## src/rtl/pulse_evt_logger.sv

```systemverilog
// pulse_evt_logger
// Slow-domain consumer of the pulse CDC handshake. Each event pulse is
// stamped with a free-running clk_s counter and queued in a small
// first-word-fall-through FIFO that is drained over a valid/ready port.
// Events arriving while the FIFO is full (and not being popped) are dropped
// and counted in a saturating counter, with a sticky overflow flag.
//
// Optional feature macro: PULSE_LOG_EDGE_EN
//   Defined   : evt_pulse goes through a rising-edge detector, so a level
//               held for several cycles produces a single event.
//   Undefined : every cycle with evt_pulse high is an event (default).

module pulse_evt_logger #(
   parameter int TS_W   = 16,
   parameter int DEPTH  = 4,
   parameter int DROP_W = 8
) (
   input  logic                       clk_s,
   input  logic                       rst_n,
   input  logic                       evt_pulse,
   input  logic                       clr,
   input  logic                       out_ready,
   output logic                       out_valid,
   output logic [TS_W-1:0]            out_ts,
   output logic [$clog2(DEPTH):0]     level,
   output logic                       ovf,
   output logic [DROP_W-1:0]          drop_cnt
);

   localparam int AW = $clog2(DEPTH);

   localparam logic [TS_W-1:0]   TS_ONE   = 1;
   localparam logic [AW:0]       PTR_ONE  = 1;
   localparam logic [DROP_W-1:0] DROP_ONE = 1;

   logic [TS_W-1:0] ts;
   logic [TS_W-1:0] mem [DEPTH];
   logic [AW:0]     wr_ptr;
   logic [AW:0]     rd_ptr;

   logic evt;
   logic empty;
   logic full;
   logic pop;
   logic push;
   logic drop;

`ifdef PULSE_LOG_EDGE_EN
   logic evt_q;

   // Remember last cycle's pulse level so only a 0->1 transition counts
   always_ff @(posedge clk_s or negedge rst_n) begin
      if (!rst_n) begin
         evt_q <= 1'b0;
      end else begin
         evt_q <= evt_pulse;
      end
   end

   assign evt = evt_pulse & ~evt_q;
`else
   assign evt = evt_pulse;
`endif

   // Extra pointer MSB distinguishes full from empty when the indices match
   assign empty = (wr_ptr == rd_ptr);
   assign full  = (wr_ptr[AW] != rd_ptr[AW]) &&
                  (wr_ptr[AW-1:0] == rd_ptr[AW-1:0]);

   // A pop frees a slot in the same cycle, so a push into a full FIFO that
   // is being popped still succeeds; clr overrides everything
   assign pop  = !clr && !empty && out_ready;
   assign push = !clr && evt && (!full || pop);
   assign drop = !clr && evt && full && !pop;

   assign out_valid = !empty;
   assign out_ts    = empty ? '0 : mem[rd_ptr[AW-1:0]];
   assign level     = wr_ptr - rd_ptr;

   // Free-running timestamp, wraps silently, restarts from 0 on clr
   always_ff @(posedge clk_s or negedge rst_n) begin
      if (!rst_n) begin
         ts <= '0;
      end else if (clr) begin
         ts <= '0;
      end else begin
         ts <= ts + TS_ONE;
      end
   end

   // Storage write; contents behind an empty FIFO are never visible
   always_ff @(posedge clk_s) begin
      if (push) begin
         mem[wr_ptr[AW-1:0]] <= ts;
      end
   end

   // Read and write pointers; clr empties the FIFO in one cycle
   always_ff @(posedge clk_s or negedge rst_n) begin
      if (!rst_n) begin
         wr_ptr <= '0;
         rd_ptr <= '0;
      end else if (clr) begin
         wr_ptr <= '0;
         rd_ptr <= '0;
      end else begin
         if (push) begin
            wr_ptr <= wr_ptr + PTR_ONE;
         end
         if (pop) begin
            rd_ptr <= rd_ptr + PTR_ONE;
         end
      end
   end

   // Sticky overflow flag and saturating drop counter
   always_ff @(posedge clk_s or negedge rst_n) begin
      if (!rst_n) begin
         ovf      <= 1'b0;
         drop_cnt <= '0;
      end else if (clr) begin
         ovf      <= 1'b0;
         drop_cnt <= '0;
      end else if (drop) begin
         ovf <= 1'b1;
         if (drop_cnt != '1) begin
            drop_cnt <= drop_cnt + DROP_ONE;
         end
      end
   end

endmodule

```

## config.mk

```make
export PLATFORM = sky130hd
export DESIGN_NAME = pulse_evt_logger
export DESIGN_NICKNAME = d
export VERILOG_FILES = /design/src/rtl/pulse_evt_logger.sv
export SDC_FILE = /design/constraint.sdc
export NUM_CORES = 1
export LEC_CHECK = 0
export ABC_CLOCK_PERIOD_IN_PS = 2900
export BUFFER_PORTS_ARGS = -buffer_cell sky130_fd_sc_hd__buf_2
export CORE_ASPECT_RATIO = 1.2
export CORE_MARGIN = 10
export CORE_UTILIZATION = 53
export DETAILED_ROUTE_END_ITERATION = 16
export PLACE_DENSITY = 0.75
export SETUP_SLACK_MARGIN = 0.3
export SYNTH_ARGS = -nofsm -noshare
export SYNTH_HDL_FRONTEND = slang
export SYNTH_SLANG_ARGS = --single-unit
```

## constraint.sdc

```tcl
create_clock -name clk_s -period 2.9 [get_ports clk_s]
set_input_delay 0.87 -clock clk_s [delete_from_list [all_inputs] [get_ports clk_s]]
set_output_delay 0.87 -clock clk_s [all_outputs]
set_load 0.02 [all_outputs]
```

==> qor.csv, run 1 <==
metric,value,unit
critPathTopFamily,multiplexers,
yosys-top-cells-area,"edfxtp_1 (47%), dfrtp_1 (19%), mux4_2 (8.8%)",
path_buf_inv,2,
layout.cells.non_filler,422,
dp_cells,394,
drtIter0Drc,177,
syn_nets,290,
filler_cell_count,549,
drt-wirelength-per-cell,18.1,um
crit_path_end_kind,output pin,
slew_headroom,40.2,%
root_buffer,clkbuf_8,
final_net_count,340,
clockPowerShare,27.4,%
cap_violations,0,
clock_path_buffers,2,
ctsHoldBuffers,0,
die_x,100,um
htreeDepth,3,
synth_xor_area_share,3.83,%
synth_area,4090,um^2
drive_above_1_share,32.4,%
post-route-util,65.1,%
final_area,4930,um^2
critPathRequiredTime,2.03,ns
crit_slowest_cell,mux4_2,
via_count,2386,
grt-ovfl-total,0,
ys_warn_count,0,
die_y,116,um
hold_slack,0.506,ns
reg2reg_depth,7,
dr.pass1.iters,4,
clk_pin_slew,0.09,ns
synth_common_cells,"edfxtp_1 (64), dfrtp_1 (31), nor2_1 (26)",
start_kind,flop,
grt_max_degree,32,
synth_fa_ha_area_share,3.25,%
critical-path-max-stage-delay,0.50,ns
path_max_fanout,9,
clk_latency,0.35,ns
cts_num_sinks,95,
multi_input_area,1430,um^2
syn_inst,275,
synthMuxAreaShare,9.80,%
slew_violations,0,
min_period,2.66,ns
finalSetupViolCount,0,
rsz0062_at_grt,true,
final_hold_viol_count,0,
switching_share,27.8,%
hold_class,reg2reg,
antenna_found_initial,0,
avgSynthCellArea,14.9,um^2
rows,35,
place_congestion,0.798,
io_pins,34,
min_period_over_period,91.9,%
synth_cell_type_count,36,
synth_top_area_share,47.0,%
fmax,375,MHz
crit_cells,4,
design.die.area,11600,um^2
drc,0,
fin_worst_skew,0.00899,ns
crit_arrival,1.79,ns
p_per_area,695,nW/um^2
switchingPower,951,uW
ys_ff_latch,95,
synth_top_area_cell,edfxtp_1,
synth_compound_area_share,3.40,%
port_buffers,33,
routed_wl,7620,um
initial_core_util,53.9,%
regArea,2700,um^2
status,completed,
grt_pass1_wl,12200,um
fp.coreArea,7580,um^2
cts_tree,built,
synth_edf_count,64,
crit_path_cell_trace,"clkbuf_16, mux4_2, nor2b_4, buf_2",
p_seq_share,43.9,%
grt_usage,13.3,%
leakage,0.00190,uW
ir_worst_vdd,431,uV
vias_per_cell,5.65,
yosysSeqAreaShare,66.0,%
synth_most_common_cell,edfxtp_1,
whs_path_depth,2,
tns,0,ns
first_global_vias,2515,
tightest_slew,0.897,ns
ant_nets,0,
cts-buffers-inserted,9,
combPwrFrac,28.7,%
async_reset_ff_share,32.6,%
path_class,reg2out,
diodes,0,
yosys_most_used_dff,edfxtp_1,
intPower,2480,uW
area_growth,20.6,%
yosys.area_share.simple,11.9,%
dpl_cell_area,4450,um^2
synth_top_family_by_area,simple AND/OR/NAND/NOR gates,
dpl.hpwl,4660,um
==> layout make-up <==
cell class                      count  share of cell area (%)
Inverter                            8                   0.711
Timing Repair Buffer               50                    8.63
Clock buffer                        9                    2.51
Tap cell                           92                    2.34
Multi-Input combinational cell    161                    29.1
Sequential cell                    95                    54.8
Clock inverter                      7                    1.95
==> power groups by stage <==
stage               Combinational, uW  Clock, uW  Sequential, uW
floorplan                         551          0            1520
global placement                  728          0            1520
detailed placement                740          0            1520
CTS                               899        959            1500
global route                     1050       1020            1510
finish                            984        939            1500
==> stage by stage <==
stage	power [uW]	setup slack, ns
after floorplan	2070	0.303
after global placement	2250	0.383
after detailed placement	2260	0.332
after CTS	3350	0.191
after global routing	3580	0.181
final	3430	0.236
==> cell families (layout without fill, tap and decap cells) <==
logic type                 Yosys count  after routing
AOI/OAI and AO/OA                   23             23
xor gates and xnor gates            17             17
adders and majority gates           10             10
buffers and inverters               19             74
DFF                                 95             95
muxes                               20             20
and+or+nand+nor                     91             91
==> placed cells by master (no fill, tap or decap), types with 3 or more instances in the layout <==
master     n
o21ai_0    6
buf_12     3
inv_1      4
and3_1     4
buf_6      6
a21oi_1   10
mux4_2    16
ha_1       7
or3_1      4
and2_1     6
xnor2_1    4
dfrtp_1   29
nand3_1    8
buf_4     20
nor2_1    25
xor2_1    11
edfxtp_1  64
clkbuf_8   9
nand4_1    7
nor2b_1    7
nand2_1    6
mux2i_1    4
buf_2     19
o31ai_1    3
nor3_1     3
nor2b_4    9
==> routing by layer <==
metal  track usage (%)  vias to the layer above  share of wire (%)
met1              15.0                     1193                 40
met2              23.3                       57                 53
met4              5.47                        0                2.4
li1                  -                     1123                  -
met5                 0                        -                  0
met3              3.37                       13                4.5
==> timing repair <==
action | CTS | global route
resized for setup | 18 | 21
endpoints found under the setup margin | 19 | 35
setup buffers | 6 | 4
cloned | 1 | 1
pin swaps | 3 | 3
==> path summary, 6_finish.rpt <==
kind                       slack, ns          to      start
max                             0.24  out_ts[13]  rd_ptr[0]
min                             0.51         ovf        ovf
max reg2reg                     0.54  mem[3][12]  rd_ptr[1]
min reg2reg                     0.51         ovf        ovf
max in group asynchronous       1.84   wr_ptr[1]      rst_n
min in group asynchronous       0.56      ts[12]      rst_n
==> worst register-to-register path: stages (launching register included) <==
cell and delay [ns]:
dfrtp_1 0.41, inv_1 0.11, ha_4 0.22, nand2_4 0.08, buf_4 0.13, o31ai_2 0.08
nor2_1 0.19, and2_1 0.75
==> flip-flops by register name (all words and copies together) (netlist names) <==
signal	count
ovf	1
mem	64
wr_ptr	3
rd_ptr	3
drop_cnt	8
ts	16
No activity file was read; power rests on OpenSTA's default activity.
==> inputs of run 2 (changes only) <==
==> constraint.sdc (replaced) <==
create_clock -name clk_s -period 2.9 [get_ports clk_s]
set_input_delay 0.435 -clock clk_s [delete_from_list [all_inputs] [get_ports clk_s]]
set_output_delay 0.435 -clock clk_s [all_outputs]
set_load 0.02 [all_outputs]
==> run 2 against run 1 <==
Maximum frequency grew 13%. Largest cell class unchanged. Non-clock buffer count is 13 lower. Power is 13% lower. Core utilization fell by 4.9 points. Clock power decreased by 6.2%. Critical endpoint is now mem[3][8]. Wire length is 4.6% lower. Clock skew barely moved. Flip-flop and latch count stayed put.
==> qor.csv, run 2 (same netlist as run 1, synthesis figures left out) <==
metric,value,unit,change
status,completed,,
tns,0,ns,unchanged
slew_violations,0,,unchanged
path_class,reg2reg,,
root_buffer,clkbuf_8,,
cts_num_sinks,95,,unchanged
dr.pass1.iters,4,,unchanged
p_seq_share,50.0,%,+6.1 points
area_growth,11.6,%,
final_common_cell,edfxtp_1,,
fp.coreArea,7580,um^2,unchanged
vias_per_cell,5.63,,-0.37%
grt_usage,13.3,%,+0.017 points
rsz0062_at_grt,false,,
ctsHoldBuffers,0,,unchanged
diodes,0,,unchanged
reg2reg_slack,0.53,ns,about the same
initial_core_util,53.9,%,unchanged
dpl.hpwl,4870,um,+4.6%
drt-wirelength-per-cell,17.8,um,-1.5%
fmax,422,MHz,+13%
largest_reg_flops,64,,unchanged
tightest_slew,0.872,ns,-0.0247 ns
min_period,2.37,ns,-0.296 ns
post_cts_resized,0,,-18
cap_violations,0,,unchanged
die_y,116,um,unchanged
switchingPower,816,uW,-14%
start_kind,flop,,
port_buffers,33,,unchanged
path_max_fanout,16,,+7
dpl_cell_area,4350,um^2,-2.1%
intPower,2170,uW,-12%
ant_nets,0,,unchanged
first_global_vias,2400,,-4.6%
drc,0,,unchanged
final_hold_viol_count,0,,unchanged
final_net_count,327,,-3.8%
leakage,0.00174,uW,-8.5%
p_per_area,655,nW/um^2,-5.8%
clk_pin_slew,0.09,ns,about the same
grt_max_degree,32,,unchanged
htreeDepth,3,,unchanged
design.die.area,11600,um^2,unchanged
via_count,2304,,-3.4%
min_period_over_period,81.6,%,-10 points
switching_share,27.3,%,-0.41 points
fin_worst_skew,0.00860,ns,-0.000386 ns
clk_latency,0.35,ns,about the same
grt-ovfl-total,0,,unchanged
cts-buffers-inserted,9,,unchanged
drtIter0Drc,124,,-30%
clock_path_buffers,2,,unchanged
slew_headroom,41.9,%,+1.6 points
finalSetupViolCount,0,,unchanged
combPwrFrac,20.5,%,-8.2 points
crit_arrival,2.35,ns,+0.56 ns
final_area,4560,um^2,-7.5%
die_x,100,um,unchanged
post_cts_buffers,0,,-6
io_pins,34,,unchanged
final_cell_mix,"edfxtp_1 (64), buf_2 (33), dfrtp_1 (31)",,
antenna_found_initial,0,,unchanged
grt_pass1_wl,12100,um,-1.3%
filler_cell_count,579,,+5.5%
clockPowerShare,29.5,%,+2.1 points
drive_above_1_share,22.4,%,-10 points
rows,35,,unchanged
routed_wl,7270,um,-4.6%
cts_tree,built,,
hold_class,in2async,,
critPathRequiredTime,2.88,ns,+0.85 ns
place_congestion,0.804,,+0.78%
crit_path_end_kind,flop,,
ir_worst_vdd,403,uV,-6.4%
-- run 2: cell type report --
class / count / area, um^2 / area share (%)
Sequential cell: 95 / 2700 / 59.1
Multi-Input combinational cell: 161 / 1310 / 28.8
Clock inverter: 4 / 53.8 / 1.18
Inverter: 8 / 30.0 / 0.658
Tap cell: 92 / 115 / 2.52
Clock buffer: 12 / 155 / 3.40
Timing Repair Buffer: 37 / 195 / 4.28
-- run 2: power by group through the flow --
stage / clock network (uW) / logic, uW / registers (uW)
floorplan: 0 / 435 / 1520
global placement: 0 / 621 / 1520
detailed placement: 0 / 632 / 1520
CTS: 899 / 634 / 1490
global route: 949 / 669 / 1500
finish: 881 / 611 / 1490
-- run 2: per-layer routing --
layer / vias to the layer above / routed length (um) / global-route usage (%)
met2: 52 / 3860 / 23.5
met3: 13 / 357 / 2.72
met5: - / 0 / 0
met1: 1149 / 2910 / 14.7
li1: 1090 / - / -
met4: 0 / 147 / 7.17
-- run 2: worst max-delay path, cell delays in order (launching register included) --
cell and delay, ns:
dfrtp_1 0.41, inv_1 0.14, ha_1 0.28, nand2_1 0.15
o31ai_2 0.11, nor2_1 0.18, and2_1 0.73
-- run 2: metrics by stage --
stage                     utilization [%]  std cells  hold WS (ns)  setup slack [ns]  power, uW
after global placement               57.4        393         0.488             0.605       2140
after global routing                 60.2        409         0.171             0.300       3120
after floorplan                         -        275         0.139             0.325       1950
final                                60.2        409         0.131             0.533       2990
after detailed placement             57.4        393         0.503             0.471       2160
after CTS                            60.2        409         0.135             0.473       3030
-- run 2: worst paths after layout --
check | to | start | depth (start not counted)
max | mem[3][8] | wr_ptr[0] | 6
min | ts[13] | rst_n | 1
max reg2reg | mem[3][8] | wr_ptr[0] | 6
min reg2reg | ovf | ovf | 2
max in group asynchronous | ts[0] | rst_n | 1
min in group clk_s | wr_ptr[1] | evt_pulse | 4
==> inputs of run 3 (changes only) <==
ABC_AREA = 1   (was default)
ABC_CLOCK_PERIOD_IN_PS = 2200   (was 2900)
CORE_UTILIZATION = 60   (was 53)
PLACE_DENSITY = 0.8   (was 0.75)
clock period = 2.2 ns   (was 2.9 ns; I/O delays follow)
==> run 3 against run 2 <==
Critical path type is now reg2out. First-iteration DRC count rose by 81%. Via count rose by 37%. Sequential share of layout area fell by 7.6 points. Clock skew barely moved. Core utilization rose by 13 points. Synthesized area rose by 8.1%. Synthesized cell count rose by 60%. Critical path depth rose by 1. Wire length rose by 29%.
==> qor.csv, run 3 <==
metric,value,unit,change
drc,0,,unchanged
avgSynthCellArea,10.0,um^2,-33%
final_hold_viol_count,0,,unchanged
crit_arrival,1.70,ns,-0.65 ns
crit_end,out_ts[9],,
ant_nets,0,,unchanged
synth_top_area_cell,edfxtp_1,,
finalSetupViolCount,0,,unchanged
routed_wl,9350,um,+29%
min_period_over_period,92.3,%,
slew_headroom,52.7,%,+11 points
status,completed,,
io_pins,34,,unchanged
syn_inst,441,,+60%
yosysSeqAreaShare,61.1,%,-4.9 points
path_max_fanout,7,,-9
yosys-top-cells-area,"edfxtp_1 (44%), dfrtp_1 (18%), nor2_1 (8.2%)",,
dpl_cell_area,4720,um^2,+8.5%
async_reset_ff_share,32.6,%,unchanged
area_growth,18.7,%,
hold_class,in2async,,
fin_worst_skew,0.00902,ns,+0.000417 ns
tns,0,ns,unchanged
final_net_count,502,,+54%
clk_latency,0.36,ns,about the same
die_y,114,um,-1.9%
synth_top_area_share,43.5,%,-3.5 points
dpl.hpwl,5850,um,+20%
final_area,5240,um^2,+15%
vias_per_cell,5.44,,-3.5%
diodes,0,,unchanged
syn_nets,456,,+57%
critPathLaunch,rd_ptr[0],,
drive_above_1_share,23.4,%,+0.98 points
fmax,493,MHz,
first_global_vias,3218,,+34%
r2r-end,mem[3][0],,
grt_max_degree,35,,+9.4%
fp.coreArea,7190,um^2,-5.1%
clk_pin_slew,0.09,ns,about the same
htreeDepth,3,,unchanged
cts_num_sinks,95,,unchanged
dr.pass1.iters,4,,unchanged
rows,34,,-2.9%
min_period,2.03,ns,
largest_reg_flops,64,,unchanged
antenna_found_initial,0,,unchanged
grt-ovfl-total,0,,unchanged
grt_usage,16.9,%,+3.6 points
cts_tree,built,,
slew_violations,0,,unchanged
die_x,98.3,um,-1.8%
drt-wirelength-per-cell,16.1,um,-9.7%
synth_cell_type_count,31,,-14%
ir_worst_vdd,557,uV,+38%
final_common_cell,nor2_1,,
final_cell_mix,"nor2_1 (88), edfxtp_1 (64), nand2_1 (62)",,
clock_path_buffers,2,,unchanged
start_kind,flop,,
rsz0062_at_grt,true,,
reg2reg_depth,8,,+2
port_buffers,33,,unchanged
synth_edf_count,64,,unchanged
crit_path_end_kind,output pin,,
synth_common_cells,"nor2_1 (97), edfxtp_1 (64), nand2_1 (62)",,
initial_core_util,61.4,%,+7.5 points
p_per_area,842,nW/um^2,+29%
hold_slack,0.0114,ns,-0.120 ns
via_count,3165,,+37%
design.die.area,11200,um^2,-3.7%
yosys_most_used_dff,edfxtp_1,,
grt_pass1_wl,15300,um,+26%
reg2reg_slack,0.37,ns,-0.16 ns
ys_ff_latch,95,,unchanged
drtIter0Drc,225,,+81%
rr_startpoint,rd_ptr[0],,
place_congestion,0.849,,+5.6%
cts-buffers-inserted,9,,unchanged
critPathRequiredTime,1.87,ns,-1.01 ns
synth_area,4420,um^2,+8.1%
path_class,reg2out,,
root_buffer,clkbuf_8,,
leakage,0.00221,uW,+27%
ys_warn_count,0,,unchanged
tightest_slew,0.710,ns,-0.162 ns
synth_most_common_cell,nor2_1,,
cap_violations,0,,unchanged
-- run 3: cell count changes in the layout (fill, tap and decap cells not counted), moves of 8 or more --
| cell | previous run | this run |
|---|---|---|
| nor2_1 | 26 | 88 |
| nand2_1 | 7 | 62 |
| o21ai_0 | 6 | 29 |
| inv_1 | 8 | 30 |
| buf_2 | 33 | 14 |
| buf_4 | 4 | 23 |
| nor2b_1 | 17 | 0 |
| mux4_2 | 16 | 0 |
| o21ai_1 | 0 | 16 |
| nand3_1 | 8 | 21 |
| nor2_4 | 0 | 8 |
-- run 3: per-layer routing --
metal / global-route usage, % / up-vias / share of wire (%)
met5: 0 / - / 0
met4: 10.5 / 0 / 3.1
met3: 3.81 / 18 / 4.6
met2: 28.8 / 83 / 52
met1: 18.7 / 1507 / 41
li1: - / 1557 / -
-- run 3: how the worst min path moves through the flow --
stage	from	to	cells after the start	slack [ns]
after CTS	rst_n	ts[3]	1	0.02
final	rst_n	ovf	1	0.01
after detailed placement	rst_n	rd_ptr[2]	1	0.42
after floorplan	rst_n	drop_cnt[0]	0	0.03
after global placement	rst_n	rd_ptr[2]	1	0.42
after global routing	rst_n	ts[3]	1	0.04
-- run 3: power breakdown --
part | internal (uW) | switching, uW | leakage, uW
Clock | 459 | 628 | 0.0000886
Combinational | 566 | 760 | 0.00111
Sequential | 1960 | 42.9 | 0.00102
-- run 3: timing repair --
item	in CTS	in global routing
hold buffers	0	0
setup buffers	8	1
resized for setup	48	13
cloned	1	1
setup endpoints to repair	83	83
pin swaps	6	3
-- run 3: per-stage QoR --
step           cells  power [uW]  utilization, %  worst slack (ns)
2_1_floorplan    441        2710               -             0.279
3_3_place_gp     555        2960            65.7             0.279
3_5_place_dp     555        2980            65.7             0.269
4_1_cts          580        4360            71.9             0.178
5_1_grt          582        4640            72.9             0.102
6_report         582        4410            72.9             0.170
-- run 3: logic make-up after synthesis --
family	Yosys count	synth area share [%]
xor gates and xnor gates	8	1.59
DFF	95	61.1
and+or+nand+nor	207	21.1
buffers and inverters	53	5.33
adders and majority gates	10	3.00
AOI/OAI and AO/OA	68	7.85
-- run 3: cell type report --
type                    instances  area, um^2
fillers                       474        1950
flip-flops and latches         95        2700
multi-input cells             293        1600
clock inverters                 6        53.8
inverters                      37         156
clock buffers                  10         138
repair buffers                 51         483
well taps                      90         113
-- run 3: worst max-delay path: stages (launching register included) --
cell	delay, ns
dfrtp_2	0.47
buf_12	0.16
clkbuf_16	0.15
nor2_1	0.04
nor2_1	0.09
o21ai_1	0.10
a21oi_2	0.16
buf_4	0.16
